**src/rtl/fix_const_div_pkg.sv**
```systemverilog
// Shared types and sizing helpers for the constant-divisor datapath.
package fix_const_div_pkg;

  typedef enum logic [1:0] {
    ST_IDLE = 2'd0,
    ST_RUN  = 2'd1,
    ST_DONE = 2'd2
  } state_e;

  localparam int DEF_W_D   = 10;
  localparam int DEF_W_Q   = 8;
  localparam int DEF_W_C   = 8;
  localparam int DEF_C     = 5;
  localparam int DEF_SHIFT = 0;

  // Width of a counter that must hold values 0..n.
  function automatic int cnt_width(input int n);
    return (n < 2) ? 1 : $clog2(n + 1);
  endfunction

endpackage

```
**src/rtl/fix_const_div_step.sv**
```systemverilog
// One restoring-division step: shift a numerator bit into the partial
// remainder and subtract the constant when it fits.
module fix_const_div_step #(
  parameter int W_C = 8
) (
  input  logic [W_C:0]   pr_in,
  input  logic           bit_in,
  input  logic [W_C-1:0] c,
  output logic [W_C:0]   pr_out,
  output logic           q_bit
);

  localparam int PW = W_C + 1;

  logic [W_C+1:0] shifted;

  always_comb begin
    shifted = {pr_in, bit_in};
    q_bit   = (shifted >= {2'b00, c});
    pr_out  = q_bit ? PW'(shifted - {2'b00, c}) : PW'(shifted);
  end

endmodule

```
**src/rtl/fix_real_const_div.sv**
```systemverilog
// Sequential divider by a compile-time constant: q = floor(d * 2^SHIFT / C),
// one quotient bit per clock, saturating quotient and exact remainder.
module fix_real_const_div
  import fix_const_div_pkg::*;
#(
  parameter int W_D   = DEF_W_D,
  parameter int W_Q   = DEF_W_Q,
  parameter int W_C   = DEF_W_C,
  parameter int C     = DEF_C,
  parameter int SHIFT = DEF_SHIFT
) (
  input  logic           clk,
  input  logic           rst_n,
  input  logic           in_valid,
  output logic           in_ready,
  input  logic [W_D-1:0] d,
  output logic           out_valid,
  input  logic           out_ready,
  output logic [W_Q-1:0] q,
  output logic [W_C-1:0] rem,
  output logic           sat,
  output logic [1:0]     dbg_state
);

  // Handshakes: a transfer happens on an edge where valid and ready are both
  // high; in_ready and out_valid decode only the registered state, so neither
  // depends combinationally on in_valid or out_ready.

  localparam int N  = W_D + SHIFT;
  localparam int CW = cnt_width(N);
  localparam logic [W_C-1:0] C_K  = W_C'(C);
  localparam logic [CW-1:0]  LAST = CW'(N - 1);

  if (C < 1 || C >= (1 << W_C)) begin : g_bad_c
    $error("fix_real_const_div: divisor C must satisfy 1 <= C < 2^W_C");
  end

  state_e         state_q, state_d;
  logic [N-1:0]   num_q, num_d;
  logic [N-1:0]   quo_q, quo_d;
  logic [W_C:0]   pr_q, pr_d;
  logic [CW-1:0]  cnt_q, cnt_d;
  logic [W_Q-1:0] q_q, q_d;
  logic [W_C-1:0] rem_q, rem_d;
  logic           sat_q, sat_d;

  logic [W_C:0]     pr_step;
  logic             q_bit;
  logic [N-1:0]     quo_step;
  logic [N+W_Q-1:0] quo_ext;
  logic             over;

  fix_const_div_step #(.W_C(W_C)) u_step (
    .pr_in  (pr_q),
    .bit_in (num_q[N-1]),
    .c      (C_K),
    .pr_out (pr_step),
    .q_bit  (q_bit)
  );

  // Zero-extend so the saturation test and the low slice work for any N vs W_Q.
  assign quo_step = (quo_q << 1) | N'(q_bit);
  assign quo_ext  = {{W_Q{1'b0}}, quo_step};
  assign over     = ((quo_ext >> W_Q) != '0);

  always_comb begin
    state_d = state_q;
    num_d   = num_q;
    quo_d   = quo_q;
    pr_d    = pr_q;
    cnt_d   = cnt_q;
    q_d     = q_q;
    rem_d   = rem_q;
    sat_d   = sat_q;
    case (state_q)
      ST_IDLE: begin
        if (in_valid) begin
          num_d   = N'(d) << SHIFT;
          quo_d   = '0;
          pr_d    = '0;
          cnt_d   = '0;
          state_d = ST_RUN;
        end
      end
      ST_RUN: begin
        num_d = num_q << 1;
        pr_d  = pr_step;
        quo_d = quo_step;
        cnt_d = cnt_q + CW'(1);
        if (cnt_q == LAST) begin
          state_d = ST_DONE;
          q_d     = over ? '1 : quo_ext[W_Q-1:0];
          rem_d   = pr_step[W_C-1:0];
          sat_d   = over;
        end
      end
      ST_DONE: begin
        if (out_ready) begin
          state_d = ST_IDLE;
        end
      end
      default: state_d = ST_IDLE;
    endcase
  end

  always_ff @(posedge clk) begin
    if (!rst_n) begin
      state_q <= ST_IDLE;
      num_q   <= '0;
      quo_q   <= '0;
      pr_q    <= '0;
      cnt_q   <= '0;
      q_q     <= '0;
      rem_q   <= '0;
      sat_q   <= 1'b0;
    end else begin
      state_q <= state_d;
      num_q   <= num_d;
      quo_q   <= quo_d;
      pr_q    <= pr_d;
      cnt_q   <= cnt_d;
      q_q     <= q_d;
      rem_q   <= rem_d;
      sat_q   <= sat_d;
    end
  end

  assign in_ready  = (state_q == ST_IDLE);
  assign out_valid = (state_q == ST_DONE);
  assign q         = q_q;
  assign rem       = rem_q;
  assign sat       = sat_q;
  assign dbg_state = state_q;

endmodule

```
**config.mk**
```make
export PLATFORM = sky130hd
export DESIGN_NAME = fix_real_const_div
export DESIGN_NICKNAME = d
export VERILOG_FILES = /design/src/rtl/fix_const_div_pkg.sv /design/src/rtl/fix_const_div_step.sv /design/src/rtl/fix_real_const_div.sv
export SDC_FILE = /design/constraint.sdc
export NUM_CORES = 1
export LEC_CHECK = 0
export BUFFER_PORTS_ARGS = -buffer_cell sky130_fd_sc_hd__buf_2
export CORE_ASPECT_RATIO = 1.75
export CORE_MARGIN = 3
export CORE_UTILIZATION = 50
export CTS_CLUSTER_DIAMETER = 40
export DETAILED_ROUTE_END_ITERATION = 6
export PLACE_DENSITY = 0.74
export REMOVE_ABC_BUFFERS = 1
export SKIP_CTS_REPAIR_TIMING = 1
export SYNTH_ARGS = -nofsm -noshare
export SYNTH_HDL_FRONTEND = slang
export SYNTH_SLANG_ARGS = --single-unit
```
**constraint.sdc**
```tcl
create_clock -name clk -period 1.67 [get_ports clk]
set_input_delay 0.167 -clock clk [delete_from_list [all_inputs] [get_ports clk]]
set_output_delay 0.167 -clock clk [all_outputs]
set_load 0.005 [all_outputs]
```
==> reports/qor.yml <==
min-delay-start: "out_ready"
timing.rr.start: "pr_q[3]"
preCtsSetupSlack_ps: 6.66
cts_root_buf: "clkbuf_8"
drive_gt1_share_pct: 27.8
dieWidth_um: 57.3
crit_path_end_kind: "flip-flop"
maxCapViolations: 0
fp.dieArea_um2: 5480
std_cell_rows: 32
port_buffers: 34
crit_type: "reg -> reg"
tightestPinTransition_ps: 374
min_path_cells: 4
power.density_nw_per_um2: 1050
antenna_found_initial: 0
ir_worst_vdd_v: 0.000894
p_leak_nw: 1.15
core_area_um2: 4400
hold_violations: 0
wire_per_inst_um: 14.8
syn_to_final_growth_pct: 23.1
finalWorstSetupSlack_ps: 88.0
cts_buffers: 5
grt_overflow: 0
maxSlewHeadroom_pct: 75.1
crit_path_start_kind: "flip-flop"
clk_latency_ps: 300
start_util_pct: 52.2
synth.largest_area_cell: "dfxtp_1"
place_congestion: 0.880
first_global_vias: 1965
crit_required_ps: 1860
drc_errors: 0
antenna_cells: 0
fmax_ghz: 0.632
final_cells: 371
dp_hpwl_um: 3820
first_pass_iters: 4
place_area_um2: 2620
ff2ff_path_depth: 5
hp-class: "in -> reg"
routed_wirelength_um: 5500
period_share_pct: 94.7
ys_warn_count: 0
clockBufferDepth: 2
cts_tree: "yes"
grt_max_degree: 29
finalSetupViolations: 0
viasPerCell: 5.72
period_minus_slack_ps: 1580
ys_types: 41
clkTransAtPathRegs_ps: 90
syn_avg_cell_area_um2: 8.39
cp_data_arrival_time_ps: 1770
whs_endpoint: "dbg_state[1]"
chipHeight_um: 95.7
skew_ps: 4.39
pin_count: 35
globalRouteTotalUtil_pct: 20.0
rrSetupSlack_ps: 90
htreeDepth: 2
synth_top_area_share_pct: 44.4
yosysSeqAreaShare_pct: 44.4
final_nets: 337
status: "completed"
drt_iter0_markers: 106
dp_cells: 362
synthCells: 274
fin_tns_setup_ps: 0
maxSlewViolCount: 0
cp_max_fo: 7
stdcell_area_um2: 2830
synth_area_leaders: "dfxtp_1, nor2_1, a22oi_1"
r2r-end: "pr_q[7]"
grt_pass1_wl_um: 8780
clock-sinks: 51
ys_ff_latch: 51
synth_area_um2: 2300
vias: 2122
ant_nets: 0
==> sequential cells by signal, indices dropped and copies added (netlist names) <==
register,flops
cnt_q,4
dbg_state,2
num_q,10
pr_q,9
q,8
quo_q,9
rem,8
sat,1
==> stage by stage <==
step	hold slack, ps	total power [mW]	util, %
2_1_floorplan	305	1.70	-
3_3_place_gp	438	1.90	59.6
3_5_place_dp	453	1.91	59.6
4_1_cts	154	2.90	62.6
5_1_grt	165	3.10	64.2
6_report	151	2.98	64.2
==> cells in the final DEF (no fill, tap or decap), types with 6 or more instances in the layout <==
cell type  count
a211oi_1       8
nand2_1       18
o21ai_0       16
buf_2         35
a21oi_1       16
buf_4         22
a22oi_1       12
nor2_1        51
dfxtp_1       46
nor3_1         6
inv_1          8
o221ai_1       8
==> cells by family (layout without fill, tap and decap cells) <==
group	count (synthesis)	in the layout	synth area share [%]
flops	51	51	44.4
mux	6	6	2.72
simple gates	98	98	19.6
fa+ha+maj	4	4	2.18
compound gates	82	82	24.5
buf+inv	30	76	5.44
xor+xnor	3	3	1.14
==> worst max-delay path by stage <==
stage | depth (start not counted) | to | startpoint | slack (ps)
2_1_floorplan | 4 | rem[1] | dbg_state[1] | -610
3_3_place_gp | 7 | pr_q[1] | num_q[9] | 100
3_5_place_dp | 7 | pr_q[1] | num_q[9] | 7
4_1_cts | 7 | pr_q[1] | num_q[9] | -30
5_1_grt | 5 | pr_q[7] | pr_q[3] | -30
6_report | 5 | pr_q[7] | pr_q[3] | 90
==> critical path, stage by stage, from the launching register on <==
cell and delay (ps):
dfxtp_2 390, nor4_4 310, nand4_1 260, buf_4 230, a221oi_2 210, nor3_1 70
==> cell usage after synthesis, drive strengths merged <==
cell and count:
buf 6, o32ai 1, nor2 52, nand2b 2, dfxtp 51, xnor2 3
o21a 3, a211oi 8, o2bb2ai 4, a221oi 3, inv 9, nand3 4
clkbuf 15, a41oi 2, nand4 2, or2 1, and2 2, mux2i 4
or4 1, o221ai 8, or3 1, o21bai 1, o21ai 18, nor3 8
ha 4, mux2 2, o221a 1, and2b 1, o22ai 3, nand3b 2
a21oi 18, nor4 4, a22oi 12, nand2 18
==> layer usage <==
metal / GRT usage [%] / up-vias / share of wire (%)
met5: 0 / - / 0
met4: 7.35 / 0 / 1.4
met3: 3.22 / 8 / 4.3
met2: 38.0 / 43 / 54
met1: 21.9 / 1003 / 41
li1: - / 1068 / -
==> power breakdown <==
group	internal, mW	switching [mW]	leakage (nW)
logic	0.316	0.334	0.669
clock network	0.598	0.392	0.0654
registers	1.27	0.0668	0.416
total	2.18	0.793	1.15
==> final cells by class <==
class | count | area [um2]
Clock buffer | 6 | 72.6
Clock inverter | 2 | 60.1
Fill cell | 406 | 1580
Inverter | 9 | 33.8
Multi-Input combinational cell | 193 | 1210
Sequential cell | 51 | 1030
Tap cell | 51 | 63.8
Timing Repair Buffer | 59 | 363
Note: power is estimated with default switching activity, not from simulation.
